===== src/rtl/rggen_host_if_axi4lite_if.sv =====
// rtl/rggen_host_if_axi4lite_if.sv - AXI4-Lite host bus and register-block command signals
interface rggen_host_if_axi4lite_if #(
  parameter int DATA_WIDTH          = 32,
  parameter int HOST_ADDRESS_WIDTH  = 16,
  parameter int LOCAL_ADDRESS_WIDTH = 7
);
  logic                           i_awvalid;
  logic                           o_awready;
  logic [HOST_ADDRESS_WIDTH-1:0]  i_awaddr;
  logic [2:0]                     i_awprot;
  logic                           i_wvalid;
  logic                           o_wready;
  logic [DATA_WIDTH-1:0]          i_wdata;
  logic [DATA_WIDTH/8-1:0]        i_wstrb;
  logic                           o_bvalid;
  logic                           i_bready;
  logic [1:0]                     o_bresp;
  logic                           i_arvalid;
  logic                           o_arready;
  logic [HOST_ADDRESS_WIDTH-1:0]  i_araddr;
  logic [2:0]                     i_arprot;
  logic                           o_rvalid;
  logic                           i_rready;
  logic [DATA_WIDTH-1:0]          o_rdata;
  logic [1:0]                     o_rresp;
  logic                           o_command_valid;
  logic                           o_write;
  logic                           o_read;
  logic [LOCAL_ADDRESS_WIDTH-1:0] o_address;
  logic [DATA_WIDTH-1:0]          o_write_data;
  logic [DATA_WIDTH-1:0]          o_write_mask;
  logic                           i_response_ready;
  logic [DATA_WIDTH-1:0]          i_read_data;
  logic [1:0]                     i_status;

  modport slave (
    input  i_awvalid, i_awaddr, i_awprot, i_wvalid, i_wdata, i_wstrb, i_bready,
           i_arvalid, i_araddr, i_arprot, i_rready,
           i_response_ready, i_read_data, i_status,
    output o_awready, o_wready, o_bvalid, o_bresp, o_arready, o_rvalid, o_rdata, o_rresp,
           o_command_valid, o_write, o_read, o_address, o_write_data, o_write_mask
  );

  modport master (
    output i_awvalid, i_awaddr, i_awprot, i_wvalid, i_wdata, i_wstrb, i_bready,
           i_arvalid, i_araddr, i_arprot, i_rready,
           i_response_ready, i_read_data, i_status,
    input  o_awready, o_wready, o_bvalid, o_bresp, o_arready, o_rvalid, o_rdata, o_rresp,
           o_command_valid, o_write, o_read, o_address, o_write_data, o_write_mask
  );
endinterface


===== src/rtl/rggen_host_if_axi4lite.sv =====
// rtl/rggen_host_if_axi4lite.sv - AXI4-Lite to register-block bridge, one transaction at a time
// RGGEN_AXI4LITE_WRITE_PRIORITY_EN: write wins simultaneous read/write arbitration (read wins otherwise).
module rggen_host_if_axi4lite #(
  parameter int DATA_WIDTH          = 32,
  parameter int HOST_ADDRESS_WIDTH  = 16,
  parameter int LOCAL_ADDRESS_WIDTH = 7
) (
  input logic clk,
  input logic rst,
  rggen_host_if_axi4lite_if.slave bus
);
  localparam int STRB_WIDTH = DATA_WIDTH / 8;
  localparam int ADDR_LSB   = $clog2(STRB_WIDTH);
  localparam logic [LOCAL_ADDRESS_WIDTH-1:0] ADDR_MASK = {LOCAL_ADDRESS_WIDTH{1'b1}} << ADDR_LSB;

  typedef enum logic [1:0] {IDLE, COMMAND, WRITE_RESPONSE, READ_RESPONSE} state_t;

  state_t                         state;
  logic                           aw_captured;
  logic                           w_captured;
  logic [LOCAL_ADDRESS_WIDTH-1:0] addr_q;
  logic [DATA_WIDTH-1:0]          wdata_q;
  logic [STRB_WIDTH-1:0]          wstrb_q;

  logic idle;
  logic nothing_captured;
  logic ar_lose;
  logic w_lose;
  logic aw_hs;
  logic w_hs;
  logic ar_hs;
  logic write_go;
  logic unused_bits;

  function automatic logic [DATA_WIDTH-1:0] expand_strobe(input logic [STRB_WIDTH-1:0] s);
    logic [DATA_WIDTH-1:0] m;
    m = '0;
    for (int k = 0; k < STRB_WIDTH; k++) begin
      m[8*k +: 8] = {8{s[k]}};
    end
    return m;
  endfunction

  // Readies are gated by rst so they drop the moment reset is applied.
  assign idle             = (state == IDLE) && !rst;
  assign nothing_captured = !aw_captured && !w_captured;

`ifdef RGGEN_AXI4LITE_WRITE_PRIORITY_EN
  assign ar_lose = bus.i_awvalid || bus.i_wvalid;
  assign w_lose  = 1'b0;
`else
  assign ar_lose = 1'b0;
  assign w_lose  = nothing_captured && bus.i_arvalid;
`endif

  assign bus.o_awready = idle && !aw_captured && !w_lose;
  assign bus.o_wready  = idle && !w_captured && !w_lose;
  assign bus.o_arready = idle && nothing_captured && !ar_lose;

  assign aw_hs    = bus.i_awvalid && bus.o_awready;
  assign w_hs     = bus.i_wvalid && bus.o_wready;
  assign ar_hs    = bus.i_arvalid && bus.o_arready;
  assign write_go = (aw_captured || aw_hs) && (w_captured || w_hs);

  assign unused_bits = ^{bus.i_awprot, bus.i_arprot,
                         bus.i_awaddr[HOST_ADDRESS_WIDTH-1:LOCAL_ADDRESS_WIDTH],
                         bus.i_araddr[HOST_ADDRESS_WIDTH-1:LOCAL_ADDRESS_WIDTH]};

  always_ff @(posedge clk or posedge rst) begin
    if (rst) begin
      state               <= IDLE;
      aw_captured         <= 1'b0;
      w_captured          <= 1'b0;
      addr_q              <= '0;
      wdata_q             <= '0;
      wstrb_q             <= '0;
      bus.o_command_valid <= 1'b0;
      bus.o_write         <= 1'b0;
      bus.o_read          <= 1'b0;
      bus.o_address       <= '0;
      bus.o_write_data    <= '0;
      bus.o_write_mask    <= '0;
      bus.o_bvalid        <= 1'b0;
      bus.o_bresp         <= '0;
      bus.o_rvalid        <= 1'b0;
      bus.o_rdata         <= '0;
      bus.o_rresp         <= '0;
    end else begin
      case (state)
        IDLE: begin
          if (aw_hs) begin
            aw_captured <= 1'b1;
            addr_q      <= bus.i_awaddr[LOCAL_ADDRESS_WIDTH-1:0];
          end
          if (w_hs) begin
            w_captured <= 1'b1;
            wdata_q    <= bus.i_wdata;
            wstrb_q    <= bus.i_wstrb;
          end
          // Same-cycle captures bypass the holding registers.
          if (write_go) begin
            state               <= COMMAND;
            aw_captured         <= 1'b0;
            w_captured          <= 1'b0;
            bus.o_command_valid <= 1'b1;
            bus.o_write         <= 1'b1;
            bus.o_address       <= (aw_hs ? bus.i_awaddr[LOCAL_ADDRESS_WIDTH-1:0] : addr_q) & ADDR_MASK;
            bus.o_write_data    <= w_hs ? bus.i_wdata : wdata_q;
            bus.o_write_mask    <= expand_strobe(w_hs ? bus.i_wstrb : wstrb_q);
          end else if (ar_hs) begin
            state               <= COMMAND;
            bus.o_command_valid <= 1'b1;
            bus.o_read          <= 1'b1;
            bus.o_address       <= bus.i_araddr[LOCAL_ADDRESS_WIDTH-1:0] & ADDR_MASK;
          end
        end
        COMMAND: begin
          if (bus.i_response_ready) begin
            bus.o_command_valid <= 1'b0;
            bus.o_write         <= 1'b0;
            bus.o_read          <= 1'b0;
            bus.o_address       <= '0;
            bus.o_write_data    <= '0;
            bus.o_write_mask    <= '0;
            if (bus.o_write) begin
              state       <= WRITE_RESPONSE;
              bus.o_bvalid <= 1'b1;
              bus.o_bresp  <= bus.i_status;
            end else begin
              state       <= READ_RESPONSE;
              bus.o_rvalid <= 1'b1;
              bus.o_rdata  <= bus.i_read_data;
              bus.o_rresp  <= bus.i_status;
            end
          end
        end
        WRITE_RESPONSE: begin
          if (bus.i_bready) begin
            state        <= IDLE;
            bus.o_bvalid <= 1'b0;
            bus.o_bresp  <= '0;
          end
        end
        READ_RESPONSE: begin
          if (bus.i_rready) begin
            state        <= IDLE;
            bus.o_rvalid <= 1'b0;
            bus.o_rdata  <= '0;
            bus.o_rresp  <= '0;
          end
        end
        default: state <= IDLE;
      endcase
    end
  end
endmodule

===== src/flat_wrapper.sv =====
// flat-port wrapper written by rule: the top's interface ports become plain ports
module rggen_host_if_axi4lite_flat 
#(
  parameter int DATA_WIDTH          = 32,
  parameter int HOST_ADDRESS_WIDTH  = 16,
  parameter int LOCAL_ADDRESS_WIDTH = 7
)
  (clk, rst, bus_i_awvalid, bus_i_awaddr, bus_i_awprot, bus_i_wvalid, bus_i_wdata, bus_i_wstrb, bus_i_bready, bus_i_arvalid, bus_i_araddr, bus_i_arprot, bus_i_rready, bus_i_response_ready, bus_i_read_data, bus_i_status, bus_o_awready, bus_o_wready, bus_o_bvalid, bus_o_bresp, bus_o_arready, bus_o_rvalid, bus_o_rdata, bus_o_rresp, bus_o_command_valid, bus_o_write, bus_o_read, bus_o_address, bus_o_write_data, bus_o_write_mask);
  rggen_host_if_axi4lite_if #(.DATA_WIDTH(DATA_WIDTH), .HOST_ADDRESS_WIDTH(HOST_ADDRESS_WIDTH), .LOCAL_ADDRESS_WIDTH(LOCAL_ADDRESS_WIDTH)) bus_i ();
  input logic clk;
  input logic rst;
  input wire logic [$bits(bus_i.i_awvalid)-1:0] bus_i_awvalid;
  input wire logic [$bits(bus_i.i_awaddr)-1:0] bus_i_awaddr;
  input wire logic [$bits(bus_i.i_awprot)-1:0] bus_i_awprot;
  input wire logic [$bits(bus_i.i_wvalid)-1:0] bus_i_wvalid;
  input wire logic [$bits(bus_i.i_wdata)-1:0] bus_i_wdata;
  input wire logic [$bits(bus_i.i_wstrb)-1:0] bus_i_wstrb;
  input wire logic [$bits(bus_i.i_bready)-1:0] bus_i_bready;
  input wire logic [$bits(bus_i.i_arvalid)-1:0] bus_i_arvalid;
  input wire logic [$bits(bus_i.i_araddr)-1:0] bus_i_araddr;
  input wire logic [$bits(bus_i.i_arprot)-1:0] bus_i_arprot;
  input wire logic [$bits(bus_i.i_rready)-1:0] bus_i_rready;
  input wire logic [$bits(bus_i.i_response_ready)-1:0] bus_i_response_ready;
  input wire logic [$bits(bus_i.i_read_data)-1:0] bus_i_read_data;
  input wire logic [$bits(bus_i.i_status)-1:0] bus_i_status;
  output wire logic [$bits(bus_i.o_awready)-1:0] bus_o_awready;
  output wire logic [$bits(bus_i.o_wready)-1:0] bus_o_wready;
  output wire logic [$bits(bus_i.o_bvalid)-1:0] bus_o_bvalid;
  output wire logic [$bits(bus_i.o_bresp)-1:0] bus_o_bresp;
  output wire logic [$bits(bus_i.o_arready)-1:0] bus_o_arready;
  output wire logic [$bits(bus_i.o_rvalid)-1:0] bus_o_rvalid;
  output wire logic [$bits(bus_i.o_rdata)-1:0] bus_o_rdata;
  output wire logic [$bits(bus_i.o_rresp)-1:0] bus_o_rresp;
  output wire logic [$bits(bus_i.o_command_valid)-1:0] bus_o_command_valid;
  output wire logic [$bits(bus_i.o_write)-1:0] bus_o_write;
  output wire logic [$bits(bus_i.o_read)-1:0] bus_o_read;
  output wire logic [$bits(bus_i.o_address)-1:0] bus_o_address;
  output wire logic [$bits(bus_i.o_write_data)-1:0] bus_o_write_data;
  output wire logic [$bits(bus_i.o_write_mask)-1:0] bus_o_write_mask;
  assign bus_i.i_awvalid = bus_i_awvalid;
  assign bus_i.i_awaddr = bus_i_awaddr;
  assign bus_i.i_awprot = bus_i_awprot;
  assign bus_i.i_wvalid = bus_i_wvalid;
  assign bus_i.i_wdata = bus_i_wdata;
  assign bus_i.i_wstrb = bus_i_wstrb;
  assign bus_i.i_bready = bus_i_bready;
  assign bus_i.i_arvalid = bus_i_arvalid;
  assign bus_i.i_araddr = bus_i_araddr;
  assign bus_i.i_arprot = bus_i_arprot;
  assign bus_i.i_rready = bus_i_rready;
  assign bus_i.i_response_ready = bus_i_response_ready;
  assign bus_i.i_read_data = bus_i_read_data;
  assign bus_i.i_status = bus_i_status;
  assign bus_o_awready = bus_i.o_awready;
  assign bus_o_wready = bus_i.o_wready;
  assign bus_o_bvalid = bus_i.o_bvalid;
  assign bus_o_bresp = bus_i.o_bresp;
  assign bus_o_arready = bus_i.o_arready;
  assign bus_o_rvalid = bus_i.o_rvalid;
  assign bus_o_rdata = bus_i.o_rdata;
  assign bus_o_rresp = bus_i.o_rresp;
  assign bus_o_command_valid = bus_i.o_command_valid;
  assign bus_o_write = bus_i.o_write;
  assign bus_o_read = bus_i.o_read;
  assign bus_o_address = bus_i.o_address;
  assign bus_o_write_data = bus_i.o_write_data;
  assign bus_o_write_mask = bus_i.o_write_mask;
  rggen_host_if_axi4lite #(.DATA_WIDTH(DATA_WIDTH), .HOST_ADDRESS_WIDTH(HOST_ADDRESS_WIDTH), .LOCAL_ADDRESS_WIDTH(LOCAL_ADDRESS_WIDTH)) u_core (.clk(clk), .rst(rst), .bus(bus_i));
endmodule

===== config.mk =====
export PLATFORM = sky130hd
export DESIGN_NAME = rggen_host_if_axi4lite_flat
export DESIGN_NICKNAME = d
export VERILOG_FILES = /design/src/rtl/rggen_host_if_axi4lite_if.sv /design/src/rtl/rggen_host_if_axi4lite.sv /design/src/flat_wrapper.sv
export SDC_FILE = /design/constraint.sdc
export NUM_CORES = 1
export LEC_CHECK = 0
export ABC_AREA = 1
export CORE_UTILIZATION = 39
export DETAILED_ROUTE_END_ITERATION = 8
export GPL_TIMING_DRIVEN = 0
export PLACE_DENSITY = 0.88
export SYNTH_ARGS = -nofsm -noshare
export SYNTH_HDL_FRONTEND = slang
export SYNTH_SLANG_ARGS = --single-unit

===== constraint.sdc =====
create_clock -name clk -period 5.76 [get_ports clk]
set_clock_uncertainty 0.2 [all_clocks]
set_input_delay 1.152 -clock clk [delete_from_list [all_inputs] [get_ports clk]]
set_output_delay 1.152 -clock clk [all_outputs]
set_load 0.05 [all_outputs]

==> flow_summary.json <==
{
  "crit_top_cell": "clkdlybuf4s50_1",
  "clock_sinks": 127,
  "clk_path_buf_depth": 2,
  "synth.cell_area_mm2": 0.00545,
  "die-width_um": 120,
  "drv_cap": 0,
  "timing_worst_slew_pin_value_ns": 0.669,
  "wl_final_um": 14400,
  "portBuffers": 200,
  "finalWeightedCongestion": 0.776,
  "critical_path.cell_chain": "clkdlybuf4s50_1, clkinvlp_4, nand3_1, nor2_1, clkdlybuf4s50_1",
  "end_kind": "output pin",
  "core_region_area_mm2": 0.0135,
  "root_buffer": "clkbuf_16",
  "fp-row-count": 42,
  "design_power_total_w": 0.00595,
  "dieArea_mm2": 0.0144,
  "timing.final.hold_violations": 0,
  "timing.final.crit_share_pct": 84.9,
  "cts_post_setup_buffers_inserted": 0,
  "dr_total_vias": 4744,
  "worst_hold_path_type": "flop to flop",
  "cts_tree": "done",
  "synth_top_area_cell": "dfrtp_1",
  "htree_levels": 4,
  "antenna_found_initial": 0,
  "number_of_routed_nets_with_antenna_violations": 0,
  "yosys_warning_total": 0,
  "number_of_distinct_library_cells_after_synthesis": 28,
  "dieHeight_um": 120,
  "area_delta_synth_final_pct": 52.7,
  "synth.ff_latch_count": 127,
  "report.final.slew_viol_count": 0,
  "grt_setup_unrepaired": "false",
  "top_level_ports": 231,
  "grt_pass1_vias": 4622,
  "post_route_cells_drive_above_1_share_pct": 10.5,
  "antenna-diode-count": 0,
  "filler_cell_count": 1111,
  "critPathRequiredTime_ns": 4.41,
  "first_iter_violations": 293,
  "tritoncts.num_buffers": 17,
  "fraction_of_synthesized_cell_area_taken_by_the_top_area_cell_type_pct": 58.4,
  "timing.setup.tns_ns": 0,
  "netlist_top_cells_area": "dfrtp_1 (58%), nand2_1 (16%), nand3_1 (7.0%)",
  "floorplan.initialDensity_pct": 40.5,
  "clock_latency_ns": 0.41,
  "worst-endpoint-arrival_ns": 3.54,
  "critPathLaunchType": "input port",
  "min_period_ns": 4.89,
  "run_status": "complete, no violations",
  "timing_worst_setup_path_type": "input port to output pin",
  "setup_violations": 0,
  "post_drt_via_cell_ratio": 4.59,
  "power.ir.vdd_worst_uv": 410,
  "num-nets-final": 961,
  "critical_path.max_fanout": 29,
  "syn_inst": 622,
  "critical_path.max_stage_delay_ns": 0.89,
  "drtPass1Iterations": 4,
  "global_route_wire_length_before_repair_um": 23300,
  "post_cts.resized_instances": 0,
  "grt-ovfl-total": 0,
  "place_hpwl_um": 10400,
  "cts-hold-fix-buffers": 0,
  "avgSynthCellArea_um2": 8.76,
  "path_clk_slew_ns": 0.05,
  "cellPowerDensity_mw_per_mm2": 715,
  "seq_area_frac_synth_pct": 58.4,
  "leakage_power_summed_over_all_cells_nw": 4.12,
  "worst_path_max_delay_cell": "clkdlybuf4s50_1",
  "detail_route.drc_violations": 0,
  "multi_input_comb_area_mm2": 0.00167,
  "slew_headroom_pct": 55.3,
  "timing.critical_path.max_delay_family": "buffers and inverters",
  "track_usage_pct": 21.1,
  "fmax_mhz": 205,
  "grt_max_degree": 38,
  "seq_area_mm2": 0.00318,
  "route.detailed.wl_per_inst_um": 13.9,
  "cp_num_buf_inv": 3
}
[final timing paths]
check                              startpoint                          end  slack, ns  cells after the start
max reg2reg                   u_core.state[0]  u_core.bus.o_write_data[19]       3.46                     11
min                        u_core.wdata_q[17]           u_core.wdata_q[17]       0.27                      2
min reg2reg                u_core.wdata_q[17]           u_core.wdata_q[17]       0.27                      2
max in group asynchronous                 rst           u_core.wdata_q[15]       3.48                      4
min in group asynchronous                 rst           u_core.aw_captured       1.07                      2
max                                       rst                bus_o_awready       0.87                      5
[power breakdown]
group / internal, W / switching, W / leakage (nW) / total, W
logic: 0.00111 / 0.00223 / 2.21 / 0.00334
registers: 0.00132 / 0.000235 / 1.63 / 0.00156
clock network: 0.000675 / 0.000376 / 0.280 / 0.00105
total: 0.00311 / 0.00284 / 4.12 / 0.00595
[cell type report]
type / count / area share, %
Timing Repair Buffer: 203 / 24.8
Clock buffer: 20 / 5.25
Multi-Input combinational cell: 382 / 20.1
Tap cell: 176 / 2.65
Inverter: 56 / 2.57
Buffer: 58 / 4.74
Clock inverter: 11 / 1.72
Sequential cell: 127 / 38.2
[cell usage in the layout (no fill, tap or decap), drive strengths merged]
cell type	synthesis	routed
a21boi	2	2
dfrtp	127	127
nor2	11	11
inv	56	55
buf	49	52
nor3	2	2
a211oi	1	1
clkinvlp	0	3
o21ai	37	37
clkdlybuf4s50	0	200
conb	1	2
nand2	241	241
nand3	76	76
or2	1	1
clkinv	0	6
a21oi	3	3
bufinv	0	3
clkbuf	9	29
o22ai	4	4
o21bai	1	1
nand4	1	1
[cell usage after synthesis (all sizes together)]
cell / count
a211oi: 1
a21boi: 2
a21oi: 3
buf: 49
clkbuf: 9
conb: 1
dfrtp: 127
inv: 56
nand2: 241
nand3: 76
nand4: 1
nor2: 11
nor3: 2
o21ai: 37
o21bai: 1
o22ai: 4
or2: 1
[state kept, by name, indices dropped and copies added, names as in the netlist, 2 cells and up]
register / count
u_core.wstrb_q: 4
u_core.bus.o_write_mask: 4
u_core.bus.o_rdata: 32
u_core.bus.o_rresp: 2
u_core.bus.o_bresp: 2
u_core.addr_q: 5
u_core.bus.o_address: 5
u_core.bus.o_write_data: 32
u_core.wdata_q: 32
u_core.state: 2
[tightest hold or removal path, stage by stage (launching register included)]
cell and delay [ns]:
dfrtp_1 0.31, nand2_1 0.05, nand2_1 0.07
[stage by stage]
step | hold slack (ns) | util, % | cell area (um^2) | worst slack [ns] | instances
2_1_floorplan | 0.238 | - | 5450 | 0.836 | 623
3_3_place_gp | 0.251 | 57.1 | 7680 | -1.15 | 999
3_5_place_dp | 0.257 | 57.5 | 7740 | 0.840 | 1002
4_1_cts | 0.268 | 61.8 | 8320 | 0.834 | 1033
5_1_grt | 0.273 | 61.8 | 8320 | 0.669 | 1033
6_report | 0.266 | 61.8 | 8320 | 0.871 | 1033
[layer usage]
layer,vias to the layer above,global-route usage [%],wire length [um]
met4,0,5.63,81
met1,2197,26.5,6070
li1,2361,-,-
met5,-,0,0
met2,179,34.0,6980
met3,7,7.97,1250
[logic make-up (layout without fill, tap and decap cells)]
group	Yosys count	after routing	synth area share, %
and+or+nand+nor	332	332	25.6
DFF	127	127	58.4
buffers and inverters	114	348	11.1
AOI/OAI and AO/OA	48	48	4.92
other	1	2	0.0689
Power figures use the tool's default switching activity.
